$ cat src/rtl/ad7864_pkg.sv
// Shared types and widths for the AD7864 read sequencer.
package ad7864_pkg;

  localparam int ADC_W = 12;
  localparam int OUT_W = 16;

  typedef enum logic [2:0] {
    S_IDLE,
    S_CONV,
    S_SETUP,
    S_RD,
    S_RECOV
  } seq_state_e;

endpackage

$ cat src/rtl/ad7864_rd_seq_sync2ff.sv
// Two-flop synchronizer for the asynchronous BUSY input.
module sync2ff (
  input  logic clkin,
  input  logic rst,
  input  logic d_i,
  output logic q_o
);

  logic meta_q;
  logic sync_q;

  always_ff @(posedge clkin or posedge rst) begin
    if (rst) begin
      meta_q <= 1'b0;
      sync_q <= 1'b0;
    end else begin
      meta_q <= d_i;
      sync_q <= meta_q;
    end
  end

  assign q_o = sync_q;

endmodule

$ cat src/rtl/ad7864_rd_seq.sv
// Reads NCH channels from each of NCHIP AD7864s after every conversion, one word per read.
// Define AD7864_RD_SEQ_TAG_EN to carry {chip,channel} in out_data[15:12].
module ad7864_rd_seq
  import ad7864_pkg::*;
#(
  parameter int NCHIP       = 4,
  parameter int NCH         = 4,
  parameter int RD_LOW_CYC  = 3,
  parameter int RD_HIGH_CYC = 2
) (
  input  logic             clkin,
  input  logic             rst,
  input  logic             busy,
  input  logic [ADC_W-1:0] db,
  output logic [NCHIP-1:0] cs_bar,
  output logic             rd_bar,
  output logic [OUT_W-1:0] out_data,
  output logic             out_valid,
  input  logic             out_ready,
  output logic             frame_done,
  output logic             overrun
);

  localparam int CHIP_W  = (NCHIP > 4) ? $clog2(NCHIP) : 2;
  localparam int CH_W    = (NCH > 4) ? $clog2(NCH) : 2;
  localparam int TMR_MAX = (RD_LOW_CYC > RD_HIGH_CYC) ? RD_LOW_CYC : RD_HIGH_CYC;
  localparam int TMR_W   = (TMR_MAX > 2) ? $clog2(TMR_MAX) : 1;

  localparam logic [CHIP_W-1:0] CHIP_LAST = CHIP_W'(NCHIP - 1);
  localparam logic [CH_W-1:0]   CH_LAST   = CH_W'(NCH - 1);
  localparam logic [TMR_W-1:0]  TMR_LOW   = TMR_W'(RD_LOW_CYC - 1);
  localparam logic [TMR_W-1:0]  TMR_HIGH  = TMR_W'(RD_HIGH_CYC - 1);

  seq_state_e        state_q, state_d;
  logic [CHIP_W-1:0] chip_q, chip_d;
  logic [CH_W-1:0]   ch_q, ch_d;
  logic [TMR_W-1:0]  tmr_q, tmr_d;
  logic [ADC_W-1:0]  samp_q, samp_d;
  logic [NCHIP-1:0]  cs_bar_q, cs_bar_d;
  logic              rd_bar_q, rd_bar_d;
  logic [OUT_W-1:0]  out_data_q, out_data_d;
  logic              out_valid_q, out_valid_d;
  logic              frame_done_q, frame_done_d;
  logic              overrun_q, overrun_d;
  logic              busy_s, busy_s_q, busy_rise;
  logic [OUT_W-1:0]  word;

  sync2ff u_busy_sync (
    .clkin (clkin),
    .rst   (rst),
    .d_i   (busy),
    .q_o   (busy_s)
  );

  assign busy_rise = busy_s & ~busy_s_q;

`ifdef AD7864_RD_SEQ_TAG_EN
  assign word = {chip_q[1:0], ch_q[1:0], samp_q};
`else
  assign word = {{(OUT_W - ADC_W){1'b0}}, samp_q};
`endif

  always_comb begin
    state_d      = state_q;
    chip_d       = chip_q;
    ch_d         = ch_q;
    tmr_d        = tmr_q;
    samp_d       = samp_q;
    out_data_d   = out_data_q;
    out_valid_d  = out_valid_q & ~out_ready;
    frame_done_d = 1'b0;
    // A new conversion during a read burst is flagged but never read.
    overrun_d    = overrun_q | (busy_rise & (state_q inside {S_SETUP, S_RD, S_RECOV}));

    case (state_q)
      S_IDLE: if (busy_s) state_d = S_CONV;
      S_CONV: begin
        if (!busy_s) begin
          state_d = S_SETUP;
          chip_d  = '0;
          ch_d    = '0;
        end
      end
      S_SETUP: begin
        state_d = S_RD;
        tmr_d   = TMR_LOW;
      end
      S_RD: begin
        if (tmr_q == '0) begin
          samp_d  = db;
          state_d = S_RECOV;
          tmr_d   = TMR_HIGH;
        end else begin
          tmr_d = tmr_q - TMR_W'(1);
        end
      end
      S_RECOV: begin
        if (tmr_q != '0) begin
          tmr_d = tmr_q - TMR_W'(1);
        end else if (!out_valid_q || out_ready) begin
          out_data_d  = word;
          out_valid_d = 1'b1;
          if (ch_q != CH_LAST) begin
            ch_d    = ch_q + CH_W'(1);
            state_d = S_RD;
            tmr_d   = TMR_LOW;
          end else if (chip_q != CHIP_LAST) begin
            chip_d  = chip_q + CHIP_W'(1);
            ch_d    = '0;
            state_d = S_SETUP;
          end else begin
            state_d      = S_IDLE;
            frame_done_d = 1'b1;
          end
        end
      end
      default: state_d = S_IDLE;
    endcase

    // Strobes are registered from the next state so the ADC pins never glitch.
    rd_bar_d = (state_d != S_RD);
    cs_bar_d = '1;
    if (state_d inside {S_SETUP, S_RD, S_RECOV}) cs_bar_d = ~(NCHIP'(1) << chip_d);
  end

  always_ff @(posedge clkin or posedge rst) begin
    if (rst) begin
      state_q      <= S_IDLE;
      chip_q       <= '0;
      ch_q         <= '0;
      tmr_q        <= '0;
      samp_q       <= '0;
      cs_bar_q     <= '1;
      rd_bar_q     <= 1'b1;
      out_data_q   <= '0;
      out_valid_q  <= 1'b0;
      frame_done_q <= 1'b0;
      overrun_q    <= 1'b0;
      busy_s_q     <= 1'b0;
    end else begin
      state_q      <= state_d;
      chip_q       <= chip_d;
      ch_q         <= ch_d;
      tmr_q        <= tmr_d;
      samp_q       <= samp_d;
      cs_bar_q     <= cs_bar_d;
      rd_bar_q     <= rd_bar_d;
      out_data_q   <= out_data_d;
      out_valid_q  <= out_valid_d;
      frame_done_q <= frame_done_d;
      overrun_q    <= overrun_d;
      busy_s_q     <= busy_s;
    end
  end

  assign cs_bar     = cs_bar_q;
  assign rd_bar     = rd_bar_q;
  assign out_data   = out_data_q;
  assign out_valid  = out_valid_q;
  assign frame_done = frame_done_q;
  assign overrun    = overrun_q;

endmodule

$ cat config.mk
export PLATFORM = sky130hd
export DESIGN_NAME = ad7864_rd_seq
export DESIGN_NICKNAME = d
export VERILOG_FILES = /design/src/rtl/ad7864_pkg.sv /design/src/rtl/ad7864_rd_seq_sync2ff.sv /design/src/rtl/ad7864_rd_seq.sv
export SDC_FILE = /design/constraint.sdc
export NUM_CORES = 1
export LEC_CHECK = 0
export ABC_CLOCK_PERIOD_IN_PS = 2100
export CORE_MARGIN = 10
export CORE_UTILIZATION = 25
export DETAILED_ROUTE_END_ITERATION = 16
export GPL_TIMING_DRIVEN = 0
export PLACE_DENSITY_LB_ADDON = 0.12
export SLEW_MARGIN = 10
export SYNTH_ARGS = -nofsm -noshare
export SYNTH_HDL_FRONTEND = slang
export SYNTH_HIERARCHICAL = 1
export SYNTH_SLANG_ARGS = --single-unit
export TNS_END_PERCENT = 1
$ cat constraint.sdc
create_clock -name clkin -period 2.1 [get_ports clkin]
set_clock_uncertainty 0.05 [all_clocks]
set_input_delay 0.21 -clock clkin [delete_from_list [all_inputs] [get_ports clkin]]
set_output_delay 0.21 -clock clkin [all_outputs]
set_load 0.01 [all_outputs]
==> impl_summary.log <==
[metrics] Synth Area per Inst: around 13 sq um
[metrics] die area: 11400 sq um
[metrics] Setup-failing EPs final: 0
[metrics] worst-skew pair later-pin latency: 0.30 ns
[metrics] run status: complete, no violations
[metrics] antenna viol nets, final: 0
[metrics] Critical Path End Type: register
[metrics] setup repair after global routing missed its margin: no
[metrics] share of final-layout standard cells stronger than drive strength 1: 28.5%
[metrics] largest vdd supply drop: 0.415 mV
[metrics] Post-CTS Hold Buffers: 0
[metrics] width of the die: around 110 um
[metrics] final weighted congestion in routability-driven placement: a little under 0.8
[metrics] cell type with the largest total area after synthesis: dfrtp_1
[metrics] Crit path required time: ~2.2 ns
[metrics] total I/O pin count: 40
[metrics] switching share of power: between 30% and 40%
[metrics] overall routing resource usage: under 10%
[metrics] Die H: about 110 um
[metrics] number of buffers created by CTS: 5
[metrics] residual DRC count: 0
[metrics] Layout area overhead: 32.5%
[metrics] starting density of the core: approximately 26%
[metrics] kind of critical path: reg -> reg
[metrics] synthesis-stage register bit count: 44
[metrics] Worst setup SP type: register
[metrics] vias in the first global route: about 1400
[metrics] YS warnings: 6
[metrics] minimum hold slack: 0.0566 ns
[metrics] clk buf depth: 2
[metrics] most common flop cell mapped by yosys: dfrtp_1
[metrics] Initial DRC Count: 51
[metrics] total vias in the final route: roughly 1300
[metrics] Post-Route WL: approximately 4.1 mm
[metrics] distinct cell type count of the synthesized netlist: 38
[metrics] DR WL met2: between 1.5 and 2 mm
[metrics] max-slew violations: 0
[metrics] Cell Int Power: approximately 2.0 mW
[metrics] wire per inst: about 14 um
[metrics] maximum number of pins on one net before global-route repair: 34
[metrics] leading post-synthesis cells by cell area: dfrtp_1 (52%), mux2_2 (14%), dfstp_2 (7.0%)
[metrics] arrival time worst endpoint: 2.06 ns
[metrics] Detailed Routing Iterations Pass 1: 4
[metrics] Async SR Flop Fraction: 100%
[metrics] drt via density: around 4.4
[metrics] Net Sw Power: roughly 0.89 mW
[metrics] worst min-delay path category: in -> async
[metrics] fin nets: between 200 and 250
[metrics] wire length of the first global-routing pass: 6.97 mm
[metrics] TritonCTS clock tree: built
[metrics] post-synthesis instance area: around 1900 sq um
[metrics] top routing layer used: met4
[metrics] antenna diode count: 0
[metrics] cell at the root of the clock tree: clkbuf_8
[metrics] total power: a little under 3 mW
[metrics] clock group share of total power: approximately 19%
[metrics] final count of hold timing violations: 0
[metrics] Detail Route met3 WL: 349 um
[metrics] level count of the clock H-tree: 2
[metrics] routed length on met1: 1.74 mm
[metrics] count of flip-flops with a built-in enable after synthesis: 0
[metrics] leakage power: ~1.1 nW
[metrics] Buffers on Ports: 35
[metrics] Detailed Place HPWL: about 3.1 mm
[metrics] total gr overflow: 0
[metrics] post-synth top area share: 51.7%
[metrics] number of cells traversed by the worst register-to-register path: 6
[metrics] antenna violations before repair: 0
[metrics] Sinks on Clock Net: between 40 and 50
[metrics] sequential fraction of the synthesis area: between 50% and 60%
[metrics] area of the core: ~7300 sq um
[metrics] fmax: about 0.52 GHz
[metrics] time the final worst path needs with I/O delays and setup: 1.93 ns
[metrics] number of placement rows: 31
[metrics] power density normalized to cell area: about 1200 nW/um^2
[metrics] clk slew on worst S/H paths: about 0.080 ns
[metrics] largest fanout on the critical path: 10
[metrics] portion of total power attributed to combinational logic: a little over a third
[metrics] post-synthesis instance total: approximately 150
[metrics] Max-Cap Viols: 0
[metrics] power share of the sequential group: around 45%
[metrics] part of the cycle the worst path needs: between 90% and 100%
==> sequential cells by signal, summed over array words and instances (netlist names), 2 cells and up <==
register / cells
state_q: 3
out_data: 12
samp_q: 12
chip_q: 2
ch_q: 2
tmr_q: 2
cs_bar: 4
==> through the flow <==
step                      area [sq um]  setup TNS (ns)  setup WS (ns)  utilization, %  instances
after floorplan                   1900               0          0.231               -        150
after global placement            2370          -0.259       -0.00930            32.5        284
after detailed placement          2390          -0.100        -0.0200            32.8        285
after CTS                         2490               0         0.0145            34.2        293
after global routing              2500               0         0.0266            34.3        292
final                             2500               0          0.171            34.3        292
==> layout by cell type (no fill, tap or decap), types with 2 or more instances in the layout <==
cell,instances
a22oi_1,2
buf_6,2
clkbuf_8,6
nand2b_1,2
mux2i_1,2
inv_1,6
nor2b_1,3
mux2_2,24
or3_1,2
buf_4,5
nand4_1,2
dfrtp_1,39
dfstp_2,5
nand3_1,4
ha_1,4
clkbuf_4,2
conb_1,4
clkdlybuf4s50_1,35
nor2_1,5
a21oi_1,4
nand2_1,5
clkinvlp_4,2
o21ai_0,6
o31a_1,2
==> final timing paths <==
| path | from | endpoint | slack [ns] |
|---|---|---|---|
| setup / recovery | state_q[0] | out_data[5] | 0.17 |
| hold / removal | rst | u_busy_sync/q_o | 0.06 |
| setup reg to reg | state_q[0] | out_data[5] | 0.17 |
| min in group clkin | busy | u_busy_sync/meta_q | 0.30 |
| hold reg to reg | u_busy_sync/meta_q | u_busy_sync/q_o | 0.30 |
| max in group asynchronous | rst | rd_bar | 1.37 |
==> synthesized netlist by cell type (3+ instances only) <==
cell / count
a21oi_1: 4
buf_2: 5
buf_4: 4
dfrtp_1: 39
dfstp_2: 5
ha_1: 4
inv_1: 7
mux2_2: 24
nand2_1: 5
nand3_1: 4
nor2_1: 5
nor2b_1: 3
o21ai_0: 7
==> power by group through the flow <==
stage          clock network, mW  registers (mW)  logic (mW)
6_report                   0.560            1.30        1.05
5_1_grt                    0.624            1.34        1.16
4_1_cts                    0.591            1.30        1.07
3_5_place_dp                   0            1.31        1.06
3_3_place_gp                   0            1.29        1.03
2_1_floorplan                  0            1.34       0.584
==> area by class of cell <==
class	instances	area (sq um)
fillers	773	4790
flip-flops and latches	44	1110
multi-input cells	88	694
repair buffers	36	370
well taps	99	124
clock buffers	6	82.6
plain buffers	10	80.1
inverters	7	26.3
clock inverters	2	15.0
==> critical path, stage by stage, from the launching register on <==
cell and delay [ns]:
dfrtp_1 0.36, buf_2 0.16, nor3b_1 0.27, buf_4 0.23
nand3_2 0.19, clkbuf_4 0.27, mux2_2 0.28
==> per-layer routing <==
metal	up-vias	global-route usage, %
met3	5	4.07
met4	0	2.90
li1	595	-
met1	635	8.39
met2	36	12.1
met5	-	0
==> timing repair <==
action	4_1_cts	5_1_grt
hold endpoints to repair	0	0
resized for setup	1	6
buffers inserted	0	0
pin swaps	0	0
setup endpoints to repair	9	11
==> cell families (layout without fill, tap and decap cells) <==
| kind of cell | after synthesis | in the layout | synth area share (%) |
|---|---|---|---|
| flops | 44 | 44 | 58.7 |
| compound gates | 22 | 22 | 7.69 |
| fa+ha+maj | 4 | 4 | 2.65 |
| other cells | 1 | 4 | 0.199 |
| mux | 26 | 26 | 15.4 |
| simple gates | 32 | 32 | 10.3 |
| buf+inv | 18 | 61 | 5.11 |
Power figures use the tool's default switching activity.
